<file path="src/rtl/gpio_ctrl.sv">
// rtl/gpio_ctrl.sv - general-purpose I/O controller with edge interrupts on the peripheral bus
module gpio_ctrl #(
   parameter int N          = 8,
   parameter int OUT_INVERT = 1
) (
   input  logic          clk,
   input  logic          rst,
   input  logic [7:0]    addr,
   input  logic [3:0]    be,
   input  logic [31:0]   wdata,
   input  logic          we,
   output logic [31:0]   q,
   input  logic [N-1:0]  gpio_i,
   output logic [N-1:0]  gpio_o,
   output logic [N-1:0]  gpio_oe,
   output logic          irq
);

   localparam logic [5:0] A_OUT  = 6'h00;
   localparam logic [5:0] A_DIR  = 6'h01;
   localparam logic [5:0] A_IN   = 6'h02;
   localparam logic [5:0] A_SET  = 6'h03;
   localparam logic [5:0] A_CLR  = 6'h04;
   localparam logic [5:0] A_TGL  = 6'h05;
   localparam logic [5:0] A_RISE = 6'h06;
   localparam logic [5:0] A_FALL = 6'h07;
   localparam logic [5:0] A_IE   = 6'h08;
   localparam logic [5:0] A_IP   = 6'h09;

   logic [N-1:0] out_q, out_d;
   logic [N-1:0] dir_q, dir_d;
   logic [N-1:0] rise_q, rise_d;
   logic [N-1:0] fall_q, fall_d;
   logic [N-1:0] ie_q, ie_d;
   logic [N-1:0] ip_q, ip_d;
   logic [N-1:0] s1_q, s2_q, s3_q;
   logic         irq_q;

   logic [31:0]  m;
   logic [31:0]  wm;
   logic [N-1:0] mn, wn, ip_clr, ev;
   logic [N-1:0] rdata;
   logic         unused_bits;

   assign m  = {{8{be[3]}}, {8{be[2]}}, {8{be[1]}}, {8{be[0]}}};
   assign wm = wdata & m;
   assign mn = m[N-1:0];
   assign wn = wm[N-1:0];

   // Upper data bits (for N < 32) and the word-offset address bits have no effect
   assign unused_bits = ^{addr[1:0], wm};

   // Each distinct synchronised transition yields one event on enabled edges
   assign ev = ((s2_q & ~s3_q) & rise_q) | ((~s2_q & s3_q) & fall_q);

   assign gpio_o  = out_q ^ {N{OUT_INVERT != 0}};
   assign gpio_oe = dir_q;
   assign irq     = irq_q;

   // Register write decode with byte-enable masking; edge events win over W1C
   always_comb begin
      out_d  = out_q;
      dir_d  = dir_q;
      rise_d = rise_q;
      fall_d = fall_q;
      ie_d   = ie_q;
      ip_clr = '0;
      if (we) begin
         case (addr[7:2])
            A_OUT:   out_d  = (out_q & ~mn) | wn;
            A_DIR:   dir_d  = (dir_q & ~mn) | wn;
            A_SET:   out_d  = out_q | wn;
            A_CLR:   out_d  = out_q & ~wn;
            A_TGL:   out_d  = out_q ^ wn;
            A_RISE:  rise_d = (rise_q & ~mn) | wn;
            A_FALL:  fall_d = (fall_q & ~mn) | wn;
            A_IE:    ie_d   = (ie_q & ~mn) | wn;
            A_IP:    ip_clr = wn;
            default: ;
         endcase
      end
      ip_d = (ip_q & ~ip_clr) | ev;
   end

   // Combinational read mux; write-only and unmapped locations read 0
   always_comb begin
      rdata = '0;
      case (addr[7:2])
         A_OUT:   rdata = out_q;
         A_DIR:   rdata = dir_q;
         A_IN:    rdata = s2_q;
         A_RISE:  rdata = rise_q;
         A_FALL:  rdata = fall_q;
         A_IE:    rdata = ie_q;
         A_IP:    rdata = ip_q;
         default: rdata = '0;
      endcase
      q = '0;
      q[N-1:0] = rdata;
   end

   // State registers, synchroniser chain and registered interrupt
   always_ff @(posedge clk) begin
      if (rst) begin
         out_q  <= '0;
         dir_q  <= '0;
         rise_q <= '0;
         fall_q <= '0;
         ie_q   <= '0;
         ip_q   <= '0;
         s1_q   <= '0;
         s2_q   <= '0;
         s3_q   <= '0;
         irq_q  <= 1'b0;
      end else begin
         out_q  <= out_d;
         dir_q  <= dir_d;
         rise_q <= rise_d;
         fall_q <= fall_d;
         ie_q   <= ie_d;
         ip_q   <= ip_d;
         s1_q   <= gpio_i;
         s2_q   <= s1_q;
         s3_q   <= s2_q;
         irq_q  <= |(ip_q & ie_q);
      end
   end

endmodule

</file>
<file path="config.mk">
export PLATFORM = sky130hd
export DESIGN_NAME = gpio_ctrl
export DESIGN_NICKNAME = d
export VERILOG_FILES = /design/src/rtl/gpio_ctrl.sv
export SDC_FILE = /design/constraint.sdc
export NUM_CORES = 1
export LEC_CHECK = 0
export CELL_PAD_IN_SITES_DETAIL_PLACEMENT = 1
export CELL_PAD_IN_SITES_GLOBAL_PLACEMENT = 1
export CORE_UTILIZATION = 35
export CTS_BUF_LIST = sky130_fd_sc_hd__clkbuf_8
export DETAILED_ROUTE_END_ITERATION = 7
export HOLD_SLACK_MARGIN = 0.15
export PLACE_DENSITY_LB_ADDON = 0.1
export SETUP_SLACK_MARGIN = 0.3
export SLEW_MARGIN = 20
export SYNTH_ARGS = -nofsm -noshare
export SYNTH_HDL_FRONTEND = slang
export SYNTH_SLANG_ARGS = --single-unit
</file>
<file path="constraint.sdc">
create_clock -name clk -period 3.5 [get_ports clk]
set_input_delay 0.7 -clock clk [delete_from_list [all_inputs] [get_ports clk]]
set_output_delay 0.7 -clock clk [all_outputs]
set_load 0.005 [all_outputs]
</file>
# Word-level counts from Yosys, hierarchy flattened
# Index checks and enable logic that the tools add are counted.
dict set report op_classes {
  n_eq_ne 9
  n_bitwise 28
  reduce_logical 8
  mux 4
}
# cell n
set ops {}
lappend ops {{$and 8x8->8} 13}
lappend ops {{$or 8x8->8} 8}
lappend ops {{$pmux 8 s7} 1}
lappend ops {{$not 8->8} 6}
lappend ops {{$pmux 8 s4} 1}
lappend ops {{$eq 6x3->1 const B} 4}
lappend ops {{$mux 8} 2}
lappend ops {{$eq 6x2->1 const B} 2}
lappend ops {{$eq 6x4->1 const B} 2}
lappend ops {{$reduce_and 2->1} 5}
lappend ops {{$reduce_or 8->1} 1}
lappend ops {{$xor 8x8->8} 1}
lappend ops {{$eq 6x1->1 const B} 1}
lappend ops {{$logic_not 6->1} 1}
lappend ops {{$reduce_bool 4->1} 1}
dict set report word_totals {
  out_inout_bits 49
  inputBits 55
  elab_cells 59
  reg_bits 73
}

# Depth between registers and ports, before layout
# Gate-level depths: netlist of the first run.
dict set report logic_depth {
  word_depth 6
  mapped_depth 8
  depth_no_buf 6
}

# Least setup slack after synthesis of the first run
# No wires, ideal clock.
dict set report synth_path {
  path_type {input-to-output}
  startpoint {in addr[2]}
  endpoint {out q[2]}
  cell_stages 6
  slack_ps 745
  arrival_ps 2055
  t_required_ps 2800
  n_path_buf 2
  path_cell_list {buf_6 > or4_4 > buf_6 > nor2_1 > a222oi_1 > nand3_1}
}
dict set report synth_between {
  elab_chain_cells 2
  elab_cells_between_ends 8
  classes_between {6 x eq/ne; 1 x mux; 1 x reduce/logical}
}
# element line
set synth_rtl {}
lappend synth_rtl {{from (decl)} 8} ;# input logic [7:0] addr,
lappend synth_rtl {{$eq 6x4->1, or another cell as far along} 88} ;# case (addr[7:2])
lappend synth_rtl {{$pmux 8 s7 (*)} 88}
lappend synth_rtl {{to (decl)} 12} ;# output logic [31:0] q,
# Every way passes the cells marked *; elsewhere a longest branch is shown, timed or not.

# Worst setup path in the final report of the first run
dict set report layout_path {
  startpoint {in addr[2]}
  endpoint {out q[6]}
}
# Same word-level chain as after synthesis.

==> results of run 1 <==
-- worst reg2reg max path: stages (launching register included) --
cell and delay (ns):
dfxtp_1 0.40, ha_1 0.26, a21oi_1 0.13, nor2_1 0.06, o32ai_1 0.28
-- routing by layer --
metal / wire length [um] / track usage
met1: 4590 / 0.267
met4: 107 / 0.0626
met3: 499 / 0.0335
met2: 4800 / 0.336
met5: 0 / 0
-- layout make-up --
cell class	count	area [sq um]	area share
Multi-Input combinational cell	274	1880	0.416
Sequential cell	73	1460	0.323
Timing Repair Buffer	83	751	0.166
Tap cell	133	166	0.0368
Clock buffer	12	165	0.0365
Inverter	19	71.3	0.0158
Clock inverter	4	26.3	0.00581
-- cell usage in the layout (no fill, tap or decap), types with 3 or more instances in the layout --
master            n
dfxtp_1          73
nand2_1          14
nand4_1           4
clkbuf_8         12
dlymetal6s2s_1    4
clkdlybuf4s50_1  37
a31oi_1           8
nand3b_1         16
mux2i_1          32
a21oi_1           8
o21ai_1           9
buf_4            31
nor3_4            6
a221oi_1          8
nand3_1           4
conb_1           24
a22oi_1          22
nor2_4            3
ha_1              8
o32ai_1           8
nor2b_1          24
inv_1            19
dlygate4sd2_1     8
nor2_1           51
-- what timing repair did --
item / CTS / global route
resized for setup: 21 / 13
buffers inserted: 4 / 3
setup endpoints to repair: 8 / 7
pin swaps: 5 / 4
-- power breakdown --
group	internal, mW	switching [mW]
Combinational	0.0647	0.0813
Clock	0.314	0.314
Sequential	0.843	0.00756
-- worst max path at each step --
stage,from,endpoint,slack [ns],depth (start not counted)
after floorplan,addr[2],q[2],0.74,6
after global placement,addr[3],q[0],-0.05,7
after detailed placement,addr[3],q[6],-0.08,7
after CTS,addr[6],q[5],0.20,7
after global routing,addr[2],q[4],0.17,7
final,addr[2],q[6],0.23,7
-- cells by family (layout without fill, tap and decap cells) --
group,Yosys count,in the layout,share of synthesized area
buf+inv,61,118,0.0959
xor+xnor,1,1,0.00251
mux,32,32,0.0916
compound gates,69,69,0.141
simple gates,140,140,0.221
fa+ha+maj,8,8,0.0286
flops,73,73,0.418
other cells,1,24,0.00107
-- through the flow --
stage / hold slack, ns / total power, mW / setup slack [ns]
2_1_floorplan: 0.414 / 0.957 / 0.745
3_3_place_gp: 0.417 / 1.00 / -0.0520
3_5_place_dp: 0.427 / 1.01 / -0.0819
4_1_cts: 0.446 / 1.64 / 0.196
5_1_grt: 0.461 / 1.72 / 0.172
6_report: 0.440 / 1.62 / 0.234
==> qor.csv, run 1 <==
stage,metric,value,unit
outcome,status,"finished, final reports clean",
final_layout,drive_gt1_frac,0.151,
yosys,ys_warn_count,0,
clock_network,insertion_delay,0.35,ns
timing,min_period,3.27,ns
clock_network,cts_root_buf,clkbuf_8,
setup_path,setup.worst_path.class,input port to output port,
yosys,synth_area_per_cell,9.08,sq um
setup_path,rr_endpoint,out_q[3],
yosys,synthArstFlopShare,0,
setup_path,end_kind,output port,
timing,maxSlewViolCount,0,
placement,hpwl,7.14,mm
setup_path,cp.arrival,2.57,ns
setup_path,slowest_stage,or4_4,
setup_path,path_cells,"dlygate4sd2_1, or4_4, buf_4, nor3_4, nor4_2, nand3_1, clkdlybuf4s50_1",
routing,dr.pass1.iters,5,
hold_path,worstHoldStart,s1_q[7],
routing,ant_nets,0,
grt,grt_max_degree,61,
floorplan,core,9730,sq um
hold_path,holdCritPathClass,flop to flop,
timing,timing.fmax,0.306,GHz
timing,clock_skew,0.00967,ns
yosys,synth_top_flop_cell,dfxtp_1,
setup_path,crit_path_start_kind,input port,
clock_network,clock-sinks,73,
timing,worst-slew-pin-transition,0.693,ns
final_layout,fin_area,4520,sq um
placement,io_buffers,50,
floorplan,dieArea,10400,sq um
yosys,syn-instance-count,385,
clock_network,cts_buffers,9,
routing,wl_per_cell,16.7,um
floorplan,initial_core_util,0.359,
setup_path,crit_fanout,6,
timing,rsz0062_at_grt,true,
clock_network,cts_max_level,3,
timing,finalHoldViolations,0,
setup_path,crit_family,buffers and inverters,
power_and_ir_drop,irDropWorstVdd,0.173,mV
grt,grt_pass1_wl,15.6,mm
final_layout,diodes,0,
hold_path,min_to,s2_q[7],
routing,drc,0,
routing,viasPerCell,5.14,
routing,drt-initial-drc-count,143,
setup_path,cpPeakStageDelay,0.61,ns
final_layout,area_growth,29.3,%
yosys,netlist_area,3500,sq um
yosys,synthTopCellsByCount,"73 x dfxtp_1, 55 x nor2_1, 32 x mux2i_1, 24 x buf_4, 24 x nor2b_1",
yosys,synth.distinct_cells,38,
yosys,ys_seq_area_frac,0.418,
grt,grt_pass1_vias,2911,
placement,gp_congestion,0.838,
setup_path,r2r_start,out_q[3],
floorplan,fp.dieW,102,um
final_layout,layout.nets,523,
yosys,yosys.area.top_type,dfxtp_1,
timing,finalCritPeriodShare,0.933,
clock_network,clk_path_buf_depth,2,
final_layout,num-fill-cells,1158,
yosys,synthTopCellsByArea,"dfxtp_1 42%, mux2i_1 9.2%, nor2_1 5.9%",
floorplan,rows,36,
placement,dpl_cell_area,4180,sq um
clock_network,ctsHoldBuffers,0,
timing,setup_viol,0,
clock_network,clk_pin_slew,0.08,ns
grt,antenna_found_initial,0,
clock_network,cts_tree,built,
placement,placed_cells,575,
routing,vias,3076,
final_layout,stdcell_count,598,
timing,slew_headroom,0.537,
setup_path,required,2.80,ns
yosys,ys_ff_latch,73,
hold_path,hold_depth,1,
yosys,yosysMostFrequentCell,dfxtp_1,
final_layout,final_util,0.465,
setup_path,reg2reg_depth,4,
timing,fin_setup_tns,0,ns
yosys,synth.top_cell.area_share,0.418,
grt,grt_usage,0.201,
floorplan,io_pins,104,
power_and_ir_drop,powerDensity,359,nW/um^2
setup_path,cp_num_buf_inv,3,
run,maxCapViolCount,0,
grt,gr-total-overflow,0,
floorplan,die_h,102,um
setup_path,r2r_setup_slack,2.28,ns
routing,wl,10.0,mm
yosys,synth_edf_count,0,
power_and_ir_drop,power_leakage,1.75,nW
(Power assumes the default switching activity.)
==> inputs of run 2 (changes only) <==
--- a/config.mk
+++ b/config.mk
@@ -5,6 +5,7 @@
 export SDC_FILE = /design/constraint.sdc
 export NUM_CORES = 1
 export LEC_CHECK = 0
+export ABC_AREA = 1
 export CELL_PAD_IN_SITES_DETAIL_PLACEMENT = 1
 export CELL_PAD_IN_SITES_GLOBAL_PLACEMENT = 1
 export CORE_UTILIZATION = 35
==> qor.csv, run 2 <==
stage,metric,value,unit
final_layout,diodes,0,
clock_network,cts_root_buf,clkbuf_8,
grt,grt_max_degree,42,
setup_path,cp_num_buf_inv,4,
timing,timing.fmax,0.313,GHz
timing,finalCritPeriodShare,0.912,
clock_network,insertion_delay,0.35,ns
run,maxCapViolCount,0,
routing,drt-initial-drc-count,190,
yosys,synthTopCellsByArea,"dfxtp_1 39%, nor2_1 9.5%, inv_1 9.0%",
placement,gp_congestion,0.809,
final_layout,layout.nets,682,
yosys,synth_top_flop_cell,dfxtp_1,
setup_path,setup.worst_path.class,input port to output port,
clock_network,cts_buffers,9,
routing,dr.pass1.iters,4,
final_layout,stdcell_count,759,
grt,antenna_found_initial,0,
timing,fin_ws,0.308,ns
timing,setup_viol,0,
placement,placed_cells,730,
final_layout,final_common_cell,nor2_1,
clock_network,clock-sinks,73,
setup_path,end_kind,output port,
grt,grt_usage,0.223,
setup_path,cp-startpoint,addr[2],
clock_network,ctsHoldBuffers,0,
clock_network,cts_max_level,3,
floorplan,initial_core_util,0.363,
floorplan,core,10400,sq um
routing,viasPerCell,4.80,
power_and_ir_drop,irDropWorstVdd,0.222,mV
routing,wl_per_cell,15.3,um
setup_path,crit_family,buffers and inverters,
setup_path,crit_fanout,5,
floorplan,dieArea,11200,sq um
power_and_ir_drop,switchingPower,0.463,mW
outcome,status,"finished, final reports clean",
routing,vias,3640,
power_and_ir_drop,internal_power,1.39,mW
placement,hpwl,8.13,mm
floorplan,fp.dieW,106,um
setup_path,r2r_start,out_q[5],
yosys,synth_area_per_cell,6.90,sq um
routing,ant_nets,0,
yosys,ys_seq_area_frac,0.388,
final_layout,area_growth,28.5,%
timing,maxSlewViolCount,0,
yosys,yosysMostFrequentCell,nor2_1,
hold_path,worstHoldStart,s1_q[2],
yosys,ys_warn_count,0,
power_and_ir_drop,power_leakage,2.22,nW
routing,drc,0,
placement,io_buffers,50,
placement,dp_slack,0.0343,ns
yosys,yosys.area.top_type,dfxtp_1,
yosys,netlist_area,3760,sq um
yosys,synthTopCellsByCount,"95 x nor2_1, 90 x inv_1, 85 x nand2_1, 73 x dfxtp_1, 45 x a21oi_1",
hold_path,holdCritPathClass,flop to flop,
yosys,syn-instance-count,545,
clock_network,clk_pin_slew,0.08,ns
timing,rsz0062_at_grt,true,
yosys,ys_ff_latch,73,
final_layout,layout_common_cells,"91 x nor2_1, 85 x inv_1, 84 x nand2_1, 73 x dfxtp_1, 45 x a21oi_1",
routing,wl,11.6,mm
timing,fin_setup_tns,0,ns
setup_path,cpPeakStageDelay,0.51,ns
yosys,synth_edf_count,0,
setup_path,required,2.80,ns
timing,clock_skew,0.00589,ns
power_and_ir_drop,combPwrFrac,0.095,
grt,gr-total-overflow,0,
yosys,synth.top_cell.area_share,0.388,
setup_path,crit_path_frequent_cell,clkdlybuf4s50_1,
clock_network,clk_path_buf_depth,2,
power_and_ir_drop,powerDensity,383,nW/um^2
timing,min_period,3.19,ns
setup_path,crit_path_start_kind,input port,
power_and_ir_drop,netSwitchingFraction,0.250,
setup_path,path_cells,"clkdlybuf4s50_1, buf_4, nand2_1, inv_2, nand3_4, o21ai_1, nor2_1, nand3_1, clkdlybuf4s50_1",
power_and_ir_drop,p_seq_frac,0.461,
setup_path,cp.arrival,2.49,ns
yosys,synthArstFlopShare,0,
power_and_ir_drop,power_frac_clock,0.444,
floorplan,rows,37,
timing,fin_hold_ws,0.405,ns
grt,grt_pass1_vias,3741,
clock_network,cts_tree,built,
floorplan,die_h,106,um
timing,finalHoldViolations,0,
yosys,synth.distinct_cells,31,
setup_path,slowest_stage,clkdlybuf4s50_1,
floorplan,io_pins,104,
grt,grt_pass1_wl,19.2,mm
final_layout,drive_gt1_frac,0.130,
run 2: worst paths after layout:
| path | slack [ns] | to | depth (start not counted) |
|---|---|---|---|
| worst min register to register | 0.41 | s2_q[2] | 2 |
| worst max-delay path | 0.31 | q[4] | 9 |
| worst min-delay path | 0.41 | s2_q[2] | 2 |
| worst max register to register | 2.37 | out_q[5] | 6 |
run 2: power groups by stage:
stage                     registers [mW]  logic, mW  clock network (mW)
final                              0.853      0.177               0.822
after global routing               0.854      0.197               0.874
after CTS                          0.853      0.173               0.841
after detailed placement           0.872      0.162                   0
after global placement             0.872      0.157                   0
after floorplan                    0.869      0.105                   0
run 2: per-layer routing:
metal  vias up  track usage  share of wire
li1       1827            -              -
met1      1727        0.291           0.47
met2        74        0.374           0.48
met3        12       0.0408          0.046
met4         0       0.0625          0.013
met5         -            0              0
run 2: cells by family (layout without fill, tap and decap cells):
| family | count (synthesis) | after routing | share of synthesized area |
|---|---|---|---|
| adder cells (fa/ha/maj) | 8 | 8 | 0.0266 |
| flip-flops | 73 | 73 | 0.388 |
| AND/OR/NAND/NOR | 221 | 222 | 0.259 |
| AO/OA/AOI/OAI | 110 | 110 | 0.158 |
| other | 1 | 24 | 0.000997 |
| buffers and inverters | 132 | 186 | 0.167 |
run 2: final cells by class:
cell class                 count  area (sq um)
multi-input combinational    364          1870
clock buffer                   9           124
inverter                      92           348
clock inverter                 6           115
fill                        1336          5540
timing repair buffer          79           749
tap                          136           170
sequential                    73          1460
run 2: timing repair:
action                     4_1_cts  5_1_grt
pin swaps                        6        2
gates cloned                     2        0
resized for setup               31       15
buffers inserted                10        2
hold endpoints to repair         0        0
setup endpoints to repair        8        7
run 2: stage by stage:
| step | area (sq um) | util | power (mW) |
|---|---|---|---|
| floorplan | 3850 | - | 0.974 |
| global placement | 4380 | 0.423 | 1.03 |
| detailed placement | 4380 | 0.423 | 1.03 |
| CTS | 4770 | 0.460 | 1.87 |
| global route | 4830 | 0.466 | 1.93 |
| finish | 4830 | 0.466 | 1.85 |
run 2: worst register-to-register path: cells and delay by family (launching register included):
kind                       cells  cell delay [ns]
buffers and inverters          1             0.03
AOI/OAI and AO/OA              1             0.15
adders and majority gates      1             0.28
DFF                            1             0.35
and+or+nand+nor                3             0.21
